File: config.mk
export PLATFORM = sky130hd
export DESIGN_NAME = hash_light_stream_if
export DESIGN_NICKNAME = d
export VERILOG_FILES = /design/src/rtl/hash_light_stream_if.sv
export SDC_FILE = /design/constraint.sdc
export NUM_CORES = 1
export LEC_CHECK = 0
export ABC_AREA = 1
export CORE_MARGIN = 1
export CORE_UTILIZATION = 48
export CTS_CLUSTER_DIAMETER = 100
export DETAILED_ROUTE_END_ITERATION = 10
export PLACE_DENSITY = 0.75
export REMOVE_ABC_BUFFERS = 1
export SYNTH_ARGS = -nofsm -noshare
export SYNTH_HDL_FRONTEND = slang
export SYNTH_SLANG_ARGS = --single-unit
File: constraint.sdc
create_clock -name clk -period 3.05 [get_ports clk]
set_input_delay 0.915 -clock clk [delete_from_list [all_inputs] [get_ports clk]]
set_output_delay 0.915 -clock clk [all_outputs]
set_load 0.05 [all_outputs]
File: src/rtl/hash_light_stream_if.sv
// hash_light_stream_if
// Stream adapter around the Hash_light core. Upstream bytes are packed into
// 4-byte blocks (the final short block of a message is zero-padded), each
// block is handed to the core with a one-cycle start pulse, and the 4-byte
// digest returned by the core is streamed back out byte by byte.
//
// Ports:
//   clk, rst_n                 rising-edge clock, asynchronous active-low reset
//   s_data/s_valid/s_last      upstream message bytes
//   s_ready                    upstream ready (high only while collecting)
//   core_m[0:3], core_start    block and start pulse to the core
//   core_done, core_d[0:3]     completion and digest from the core
//   dg_data/dg_valid/dg_last   digest byte stream, core_d[0] first
//   dg_ready                   downstream ready
//   busy                       not idle (any state but COLLECT, or bytes held)
//   err_timeout                sticky core timeout flag
//   dbg_state                  current FSM state, for observation only
//
// Handshake rule for both streams: a byte moves on a rising clock edge where
// valid and ready are both high; the sender holds data/last/valid unchanged
// while valid is high and ready is low.
//
// Build option: define HASH_IF_TIMEOUT_EN to abort a block when the core has
// not answered within TIMEOUT_CYCLES WAIT cycles. Without it, WAIT waits
// indefinitely and err_timeout is tied low.

module hash_light_stream_if #(
    parameter int unsigned TIMEOUT_CYCLES = 255
) (
    input  logic       clk,
    input  logic       rst_n,
    input  logic [7:0] s_data,
    input  logic       s_valid,
    input  logic       s_last,
    output logic       s_ready,
    output logic [7:0] core_m [0:3],
    output logic       core_start,
    input  logic       core_done,
    input  logic [7:0] core_d [0:3],
    output logic [7:0] dg_data,
    output logic       dg_valid,
    output logic       dg_last,
    input  logic       dg_ready,
    output logic       busy,
    output logic       err_timeout,
    output logic [1:0] dbg_state
);

    typedef enum logic [1:0] {
        COLLECT = 2'd0,
        START   = 2'd1,
        WAIT    = 2'd2,
        EMIT    = 2'd3
    } state_e;

    state_e     state_q;
    logic [1:0] cnt_q;
    logic [1:0] idx_q;
    logic       last_q;
    logic [7:0] blk_q      [0:3];
    logic [7:0] blk_d      [0:3];
    logic [7:0] core_m_q   [0:3];
    logic [7:0] dig_q      [0:3];
    logic       core_start_q;
    logic       dg_valid_q;
    logic       dg_last_q;
    logic [7:0] dg_data_q;
    logic       tmo_hit;

    // Block contents after accepting the current byte: the byte lands at
    // cnt_q and, when it ends the message, every later slot is cleared.
    always_comb begin
        for (int i = 0; i < 4; i++) begin
            blk_d[i] = blk_q[i];
            if (2'(i) == cnt_q) begin
                blk_d[i] = s_data;
            end else if (s_last && (2'(i) > cnt_q)) begin
                blk_d[i] = 8'h00;
            end
        end
    end

`ifdef HASH_IF_TIMEOUT_EN
    localparam logic [15:0] TMO_LAST = 16'(TIMEOUT_CYCLES - 1);

    logic [15:0] tmo_q;
    logic        err_q;

    // Counter is zero in the first WAIT cycle, so it equals TMO_LAST in the
    // TIMEOUT_CYCLES-th one. A done in that same cycle takes priority.
    assign tmo_hit = (state_q == WAIT) && !core_done && (tmo_q == TMO_LAST);

    always_ff @(posedge clk or negedge rst_n) begin
        if (!rst_n) begin
            tmo_q <= '0;
            err_q <= 1'b0;
        end else begin
            if (state_q != WAIT) begin
                tmo_q <= '0;
            end else begin
                tmo_q <= tmo_q + 16'd1;
            end
            if (tmo_hit) begin
                err_q <= 1'b1;
            end
        end
    end

    assign err_timeout = err_q;
`else
    assign tmo_hit     = 1'b0;
    assign err_timeout = 1'b0;
`endif

    always_ff @(posedge clk or negedge rst_n) begin
        if (!rst_n) begin
            state_q      <= COLLECT;
            cnt_q        <= 2'd0;
            idx_q        <= 2'd0;
            last_q       <= 1'b0;
            core_start_q <= 1'b0;
            dg_valid_q   <= 1'b0;
            dg_last_q    <= 1'b0;
            dg_data_q    <= 8'h00;
            for (int i = 0; i < 4; i++) begin
                blk_q[i]    <= 8'h00;
                core_m_q[i] <= 8'h00;
                dig_q[i]    <= 8'h00;
            end
        end else begin
            core_start_q <= 1'b0;
            case (state_q)
                COLLECT: begin
                    if (s_valid) begin
                        blk_q <= blk_d;
                        if ((cnt_q == 2'd3) || s_last) begin
                            // core_m and start are registered together so the
                            // core sees a stable block in the START cycle.
                            core_m_q     <= blk_d;
                            core_start_q <= 1'b1;
                            last_q       <= s_last;
                            cnt_q        <= 2'd0;
                            state_q      <= START;
                        end else begin
                            cnt_q <= cnt_q + 2'd1;
                        end
                    end
                end
                START: begin
                    // Any done seen here belongs to a previous run.
                    state_q <= WAIT;
                end
                WAIT: begin
                    if (core_done) begin
                        dig_q      <= core_d;
                        dg_data_q  <= core_d[0];
                        dg_valid_q <= 1'b1;
                        dg_last_q  <= 1'b0;
                        idx_q      <= 2'd0;
                        state_q    <= EMIT;
                    end else if (tmo_hit) begin
                        last_q  <= 1'b0;
                        state_q <= COLLECT;
                    end
                end
                EMIT: begin
                    if (dg_ready) begin
                        if (idx_q == 2'd3) begin
                            dg_valid_q <= 1'b0;
                            dg_last_q  <= 1'b0;
                            idx_q      <= 2'd0;
                            last_q     <= 1'b0;
                            state_q    <= COLLECT;
                        end else begin
                            idx_q     <= idx_q + 2'd1;
                            dg_data_q <= dig_q[idx_q + 2'd1];
                            dg_last_q <= (idx_q == 2'd2) && last_q;
                        end
                    end
                end
                default: state_q <= COLLECT;
            endcase
        end
    end

    assign s_ready    = (state_q == COLLECT);
    assign core_m     = core_m_q;
    assign core_start = core_start_q;
    assign dg_data    = dg_data_q;
    assign dg_valid   = dg_valid_q;
    assign dg_last    = dg_last_q;
    assign busy       = (state_q != COLLECT) || (cnt_q != 2'd0);
    assign dbg_state  = state_q;

endmodule

==> Flow_metrics.wiki, run 1 <==
{| class="wikitable"
! Metric !! Value
|-
| Count of buffers inserted at the top-level ports || 92
|-
| Portion of synthesized cell area occupied by the leading cell type || 0.5354
|-
| Power share of the clock group || 0.131
|-
| Combinational fraction of design power || 0.524
|-
| Hold bufs inserted after CTS || 0
|-
| Sum Neg Setup Slack || 0 ns
|-
| Sum of overflow across all layers after global routing || 0
|-
| Switching share of power || 0.4757
|-
| Post-synthesis cell count || 619
|-
| Start-to-end type of the worst setup path || flip-flop to output pin
|-
| Max-Slew Margin vs Limit || 0.4370
|-
| Netlist area before placement || 4955 um2
|-
| Fill cell instance count of the final layout || 874
|-
| Chip height || 103.6 um
|-
| CTS max path bufs || 2
|-
| Final hold violations || 0
|-
| Total of cells resized after clock tree synthesis || 0
|-
| Top flip-flop cell by instance count after synthesis || dfrtp_1
|-
| Number of buffers created by CTS || 9
|-
| Average routed wire per standard cell || 14.23 um
|-
| Clock root buffer || clkbuf_8
|-
| Clock latency on the worst-skew pair || 0.38 ns
|-
| Iteration count of the initial detailed-routing pass || 5
|-
| Required time of the critical path || 2.13 ns
|-
| Mean instance size in the synthesized netlist || 8.004 um2
|-
| Library cell with the largest summed area after synthesis || dfrtp_1
|-
| Worst reg2reg setup slack || 0.92 ns
|-
| Total die area || 10730 um2
|-
| Most frequently used cell type in the post-synthesis netlist || nand2_1
|-
| Crit path time final || 2.943 ns
|-
| Number of levels in the clock H-tree || 3
|-
| Worst Hold Launch || dig_q[16]$_DFFE_PN0P_
|-
| Number of global-route vias before repair || 4350
|-
| Reg-to-reg critical path startpoint || dbg_state[1]$_DFFE_PN0P_
|-
| Largest incremental delay on the critical path || 0.81 ns
|-
| Leakage power || 3.066 nW
|-
| Result of the run || finished clean
|-
| Number of nets still failing antenna checks after routing || 0
|-
| Largest cells by area after synthesis || dfrtp_1, nand2_1, o21ai_0
|-
| Final HPWL from detailed placement || 8.132 mm
|-
| Hold Path Stages || 2
|-
| Path class of the lowest-slack min-delay path || flip-flop to flip-flop
|-
| Power Dens Cells || 1106 nW/um2
|-
| Iteration-0 DRC count of the detailed router || 234
|-
| Number of placement rows || 36
|-
| Master of the slowest instance on the critical path || clkdlybuf4s50_1
|-
| Critical Path End Type || output pin
|-
| Number of max-slew violations in the final report || 0
|-
| Post-detailed-route DRC marker count || 0
|-
| Effective utilization at floorplan || 0.5000
|-
| Vias post-DR || 4343
|-
| Post-CTS Repair Setup Buffers || 0
|-
| Area overhead of the layout relative to synthesis || 24.07%
|-
| Final setup skew || 0.01947 ns
|-
| Number of cells on the worst reg-to-reg path || 8
|-
| Area of placed instances || 5947 um2
|-
| Kind of start point of the critical path || flip-flop
|-
| Largest net degree at the start of global routing || 43
|-
| Max Clock Freq || 0.3398 GHz
|-
| Clock-pin slew reported for the worst setup and hold paths after clock tree synthesis || 0.09 ns
|-
| Cells along the critical path || inv_1 > ha_1 > nand2_1 > clkdlybuf4s50_1
|-
| Share of the clock period used by the worst path || 0.9648
|-
| RSZ-0062 raised after global routing || no
|-
| Share of async-settable or async-resettable flops after synthesis || 1.000
|-
| Final antenna diode count || 0
|-
| Fraction of final layout cells with drive strength greater than 1 || 0.04979
|-
| Area of the placeable core || 9910 um2
|-
| Sink count of the clock tree || 106
|-
| Internal Power || 0.003565 W
|-
| Largest voltage drop on the vdd net || 0.6009 mV
|-
| Total of max-cap violations || 0
|-
| Post-synthesis register bit count || 106
|-
| Die extent in x || 103.6 um
|-
| Top cells by count, synth || nand2_1, dfrtp_1, o21ai_0, inv_1, nand3_1
|-
| DR vias/cell || 5.195
|-
| EDFF count, synth || 0
|-
| Number of different library cells in the post-synthesis netlist || 25
|-
| Final Cell Area || 6147 um2
|-
| Final Non-Filler Cells || 836
|-
| Net switching power of the design || 0.003234 W
|-
| Initial antenna violation count || 0
|-
| Aggregate global-route resource usage || 0.2379
|-
| Synth Warn # || 0
|-
| CTS tree || built
|-
| Sequential share of power || 0.345
|-
| Placed cell count || 821
|-
| Net count of the finished layout || 754
|-
| I/O pin total || 94
|-
| Share of the yosys chip area belonging to registers || 0.5354
|-
| Hold slack final || 0.4867 ns
|-
| Number of failing setup endpoints in the final timing report || 0
|-
| Hold Crit Endpoint || dig_q[16]$_DFFE_PN0P_
|-
| Overall routed net length || 11.90 mm
|-
| Maximum fanout along the worst path || 7
|-
| Signal arrival time at the worst endpoint || 2.03 ns
|-
| Transition time of the tightest slew-check pin || 0.8446 ns
|-
| Core occupancy in the finished layout || 0.6203
|-
| GPL Wtd Cong || 0.7973
|-
| Global-route wire length before repair || 20.74 mm
|-
| Worst reg2reg endpoint || dg_data[5]$_DFFE_PN0P_
|}
==> metrics by stage <==
| step | setup WS (ns) | total power, W |
|---|---|---|
| after floorplan | 0.3897 | 0.004723 |
| after global placement | 0.5225 | 0.005830 |
| after detailed placement | 0.4976 | 0.005935 |
| after CTS | 0.07939 | 0.006839 |
| after global routing | 0.01007 | 0.007307 |
| final | 0.1073 | 0.006800 |
==> worst max-delay path by stage <==
stage,from,endpoint,cells past startpoint
final,dbg_state[0]$_DFFE_PN0P_,busy,4
after global routing,dbg_state[0]$_DFFE_PN0P_,busy,4
after CTS,dbg_state[0]$_DFFE_PN0P_,busy,4
after detailed placement,dbg_state[0]$_DFFE_PN0P_,busy,4
after global placement,dbg_state[0]$_DFFE_PN0P_,busy,4
after floorplan,dbg_state[0]$_DFFE_PN0P_,busy,3
==> critical path, delay by kind of cell, from the launching register on <==
kind	cells	cell delay [ns]
DFF	1	0.39
adders and majority gates	1	0.29
buffers and inverters	2	0.89
and+or+nand+nor	1	0.10
==> sequential cells by signal, indices dropped and copies added (netlist names) <==
name        cells
dig_q          32
dg_last         1
cnt_q           2
dbg_state       2
blk_q          24
dg_data         8
dg_valid        1
idx_q           2
core_m         32
last_q          1
core_start      1
==> logic make-up (layout without fill, tap and decap cells) <==
family	count (synthesis)	in the layout	share of synthesized area
AOI/OAI and AO/OA	101	101	0.1038
other	1	1	0.0007568
adders and majority gates	9	9	0.02273
and+or+nand+nor	322	322	0.2644
buffers and inverters	80	164	0.07298
DFF	106	106	0.5354
==> per-layer routing <==
layer	GRT usage	vias up	wire, um
li1	-	2107	-
met1	0.3193	2073	5268
met2	0.3921	147	5800
met3	0.04468	16	670
met4	0.07246	0	159
met5	0	-	0
==> power by group through the flow <==
stage / combinational, W / sequential, W / clock (W)
after floorplan: 0.00153 / 0.00319 / 0
after global placement: 0.00348 / 0.00235 / 0
after detailed placement: 0.00357 / 0.00237 / 0
after CTS: 0.00359 / 0.00235 / 0.000906
after global routing: 0.00392 / 0.00242 / 0.000971
final: 0.00356 / 0.00235 / 0.000893
==> placed cells by master, fill, tap and decap left out, drive strengths merged <==
cell type      instances
ha                     9
clkbuf                10
or2                    1
conb                   1
clkdlybuf4s50         91
o21ai                 92
nor2                  28
nand4                  3
dfrtp                106
nand2                246
bufinv                 1
buf                   11
nand3                 44
clkinv                 1
o211ai                 1
inv                   48
o31ai                  1
a21oi                  7
clkinvlp               2
==> cell type report <==
class	count	area, um2	share of cell area
flip-flops and latches	106	2653	0.4315
inverters	47	181.4	0.02951
repair buffers	102	1006	0.1636
clock buffers	10	137.6	0.02239
well taps	133	166.4	0.02707
clock inverters	5	62.56	0.01018
multi-input cells	433	1941	0.3157
No activity file was read; power rests on OpenSTA's default activity.
==> run 2, diff against run 1 <==
--- a/config.mk
+++ b/config.mk
@@ -7,11 +7,12 @@
 export LEC_CHECK = 0
 export ABC_AREA = 1
 export CORE_MARGIN = 1
-export CORE_UTILIZATION = 48
+export CORE_UTILIZATION = 50
 export CTS_CLUSTER_DIAMETER = 100
 export DETAILED_ROUTE_END_ITERATION = 10
-export PLACE_DENSITY = 0.75
+export PLACE_DENSITY = 0.77
 export REMOVE_ABC_BUFFERS = 1
+export SKIP_LAST_GASP = 1
 export SYNTH_ARGS = -nofsm -noshare
 export SYNTH_HDL_FRONTEND = slang
 export SYNTH_SLANG_ARGS = --single-unit
==> Flow_metrics.wiki, run 2 (synthesis results as in run 1) <==
{| class="wikitable"
! Metric !! Value
|-
| Result of the run || finished clean
|-
| Die extent in x || 101.5 um (-2.0%)
|-
| Cells along the critical path || inv_1 > ha_1 > nand2_1 > dlymetal6s2s_1
|-
| Switching share of power || 0.4811 (+0.005460)
|-
| Iteration count of the initial detailed-routing pass || 5 (unchanged)
|-
| Chip height || 101.5 um (-2.0%)
|-
| Leakage power || 3.095 nW (+0.92%)
|-
| CTS max path bufs || 2 (unchanged)
|-
| Area of the placeable core || 9415 um2 (-5.0%)
|-
| Sink count of the clock tree || 106 (unchanged)
|-
| Area overhead of the layout relative to synthesis || 24.27%
|-
| Largest net degree at the start of global routing || 68 (+58%)
|-
| Sequential share of power || 0.345 (about the same)
|-
| Aggregate global-route resource usage || 0.2550 (+0.01709)
|-
| Crit path time final || 2.588 ns (-0.3550 ns)
|-
| Clock latency on the worst-skew pair || 0.38 ns (about the same)
|-
| Path class of the lowest-slack min-delay path || input pin to asynchronous set/reset pin
|-
| Number of max-slew violations in the final report || 0 (unchanged)
|-
| Share of the clock period used by the worst path || 0.8484 (-0.1164)
|-
| Area used by multi-input combinational logic || 1941 um2 (unchanged)
|-
| Vias post-DR || 4360 (+0.39%)
|-
| Number of failing setup endpoints in the final timing report || 0 (unchanged)
|-
| Post-CTS Repair Setup Buffers || 0 (unchanged)
|-
| Master of the slowest instance on the critical path || dlymetal6s2s_1
|-
| Iteration-0 DRC count of the detailed router || 204 (-13%)
|-
| Effective utilization at floorplan || 0.5262 (+0.02625)
|-
| Signal arrival time at the worst endpoint || 1.67 ns (-0.36 ns)
|-
| Count of buffers inserted at the top-level ports || 92 (unchanged)
|-
| Start-to-end type of the worst setup path || flip-flop to output pin
|-
| Max-Slew Margin vs Limit || 0.4418 (+0.004833)
|-
| Number of placement rows || 35 (-2.8%)
|-
| Internal Power || 0.003561 W (-0.12%)
|-
| Post-detailed-route DRC marker count || 0 (unchanged)
|-
| Power share of the clock group || 0.135 (+0.004)
|-
| Most used cells in the layout excluding fill and tap cells || nand2_1, dfrtp_1, clkdlybuf4s50_1
|-
| Overall routed net length || 12.16 mm (+2.2%)
|-
| Clock root buffer || clkbuf_8
|-
| Largest incremental delay on the critical path || 0.42 ns (-0.39 ns)
|-
| Number of levels in the clock H-tree || 3 (unchanged)
|-
| Sequential cell area || 2653 um2 (unchanged)
|-
| Largest voltage drop on the vdd net || 0.5859 mV (-2.5%)
|-
| Max Clock Freq || 0.3864 GHz (+14%)
|-
| Kind of start point of the critical path || flip-flop
|-
| Total of max-cap violations || 0 (unchanged)
|-
| Power Dens Cells || 1115 nW/um2 (+0.77%)
|-
| Worst slack at placement || 0.4785 ns (-0.01907 ns)
|-
| Combinational fraction of design power || 0.520 (-0.004)
|-
| Final HPWL from detailed placement || 8.098 mm (-0.41%)
|-
| Final setup skew || 0.01456 ns (-0.004903 ns)
|-
| Average routed wire per standard cell || 14.60 um (+2.6%)
|-
| RSZ-0062 raised after global routing || no
|-
| Global-route wire length before repair || 20.40 mm (-1.7%)
|-
| Sum of overflow across all layers after global routing || 0 (unchanged)
|-
| Initial antenna violation count || 0 (unchanged)
|-
| Leading cell type in the layout, fill and taps excluded || nand2_1
|-
| Net switching power of the design || 0.003302 W (+2.1%)
|-
| Required time of the critical path || 2.13 ns (about the same)
|-
| Net count of the finished layout || 754 (unchanged)
|-
| Final antenna diode count || 0 (unchanged)
|-
| Transition time of the tightest slew-check pin || 0.8373 ns (-0.007249 ns)
|-
| Smallest setup slack after layout || 0.4623 ns (+0.3550 ns)
|-
| Total die area || 10310 um2 (-3.9%)
|-
| Sum Neg Setup Slack || 0 ns (unchanged)
|-
| Final hold violations || 0 (unchanged)
|-
| Number of buffers created by CTS || 9 (unchanged)
|-
| I/O pin total || 94 (unchanged)
|-
| Maximum fanout along the worst path || 7 (unchanged)
|-
| GPL Wtd Cong || 0.8236 (+3.3%)
|-
| Number of global-route vias before repair || 4271 (-1.8%)
|-
| CTS tree || built
|-
| Clock-pin slew reported for the worst setup and hold paths after clock tree synthesis || 0.11 ns (+0.02 ns)
|-
| Number of nets still failing antenna checks after routing || 0 (unchanged)
|-
| Fill cell instance count of the final layout || 779 (-11%)
|-
| DR vias/cell || 5.234 (+0.75%)
|-
| Fraction of final layout cells with drive strength greater than 1 || 0.05114 (+0.001350)
|-
| Critical Path End Type || output pin
|}
-- run 2: worst paths after layout --
path | from | to | slack, ns | cells after the start
setup / recovery | dbg_state[0]$_DFFE_PN0P_ | busy | 0.46 | 4
hold / removal | rst_n | dig_q[13]$_DFFE_PN0P_ | 0.47 | 1
setup reg to reg | dbg_state[1]$_DFFE_PN0P_ | dg_data[5]$_DFFE_PN0P_ | 0.90 | 8
hold reg to reg | dig_q[8]$_DFFE_PN0P_ | dig_q[8]$_DFFE_PN0P_ | 0.49 | 2
max in group asynchronous | rst_n | core_m[6]$_DFFE_PN0P_ | 1.85 | 2
min in group clk | dig_q[8]$_DFFE_PN0P_ | dig_q[8]$_DFFE_PN0P_ | 0.49 | 2
-- run 2: power by group through the flow --
| stage | clock [W] | sequential, W | combinational (W) |
|---|---|---|---|
| 2_1_floorplan | 0 | 0.00319 | 0.00153 |
| 3_5_place_dp | 0 | 0.00238 | 0.00356 |
| 3_3_place_gp | 0 | 0.00235 | 0.00348 |
| 5_1_grt | 0.000991 | 0.00244 | 0.00391 |
| 6_report | 0.000928 | 0.00237 | 0.00357 |
| 4_1_cts | 0.000944 | 0.00236 | 0.00358 |
-- run 2: worst max-delay path: cells and delay by family, from the launching register on --
family / cells / cell delay, ns
flip-flops: 1 / 0.41
adder cells (fa/ha/maj): 1 / 0.29
buffers and inverters: 2 / 0.51
AND/OR/NAND/NOR: 1 / 0.09
-- run 2: final cells by class --
type / count / area share
Inverter: 47 / 0.02947
Timing Repair Buffer: 102 / 0.1642
Sequential cell: 106 / 0.4308
Multi-Input combinational cell: 433 / 0.3152
Clock buffer: 9 / 0.02012
Clock inverter: 7 / 0.01402
Tap cell: 129 / 0.02621
-- run 2: what timing repair did --
| item | in CTS | in global routing |
|---|---|---|
| hold buffers | 0 | 0 |
| gates resized for setup | 0 | 2 |
| endpoints found under the setup margin | 0 | 2 |
-- run 2: routing by layer --
| metal | vias to the layer above | routed length [um] | GRT usage |
|---|---|---|---|
| met5 | - | 0 | 0 |
| met4 | 0 | 104 | 0.06912 |
| met3 | 10 | 702 | 0.05038 |
| met2 | 148 | 5950 | 0.4340 |
| met1 | 2091 | 5404 | 0.3336 |
| li1 | 2111 | - | - |
-- run 2: per-stage QoR --
| stage | area [um2] | std cells | total power [W] | hold slack (ns) | util |
|---|---|---|---|---|---|
| after detailed placement | 5942 | 817 | 0.005935 | 0.4654 | 0.6311 |
| final | 6157 | 833 | 0.006863 | 0.4702 | 0.6540 |
| after global routing | 6157 | 833 | 0.007336 | 0.4971 | 0.6540 |
| after global placement | 5942 | 817 | 0.005835 | 0.4619 | 0.6311 |
| after CTS | 6152 | 833 | 0.006880 | 0.4842 | 0.6534 |
| after floorplan | 4775 | 586 | 0.004723 | 0.4492 | - |
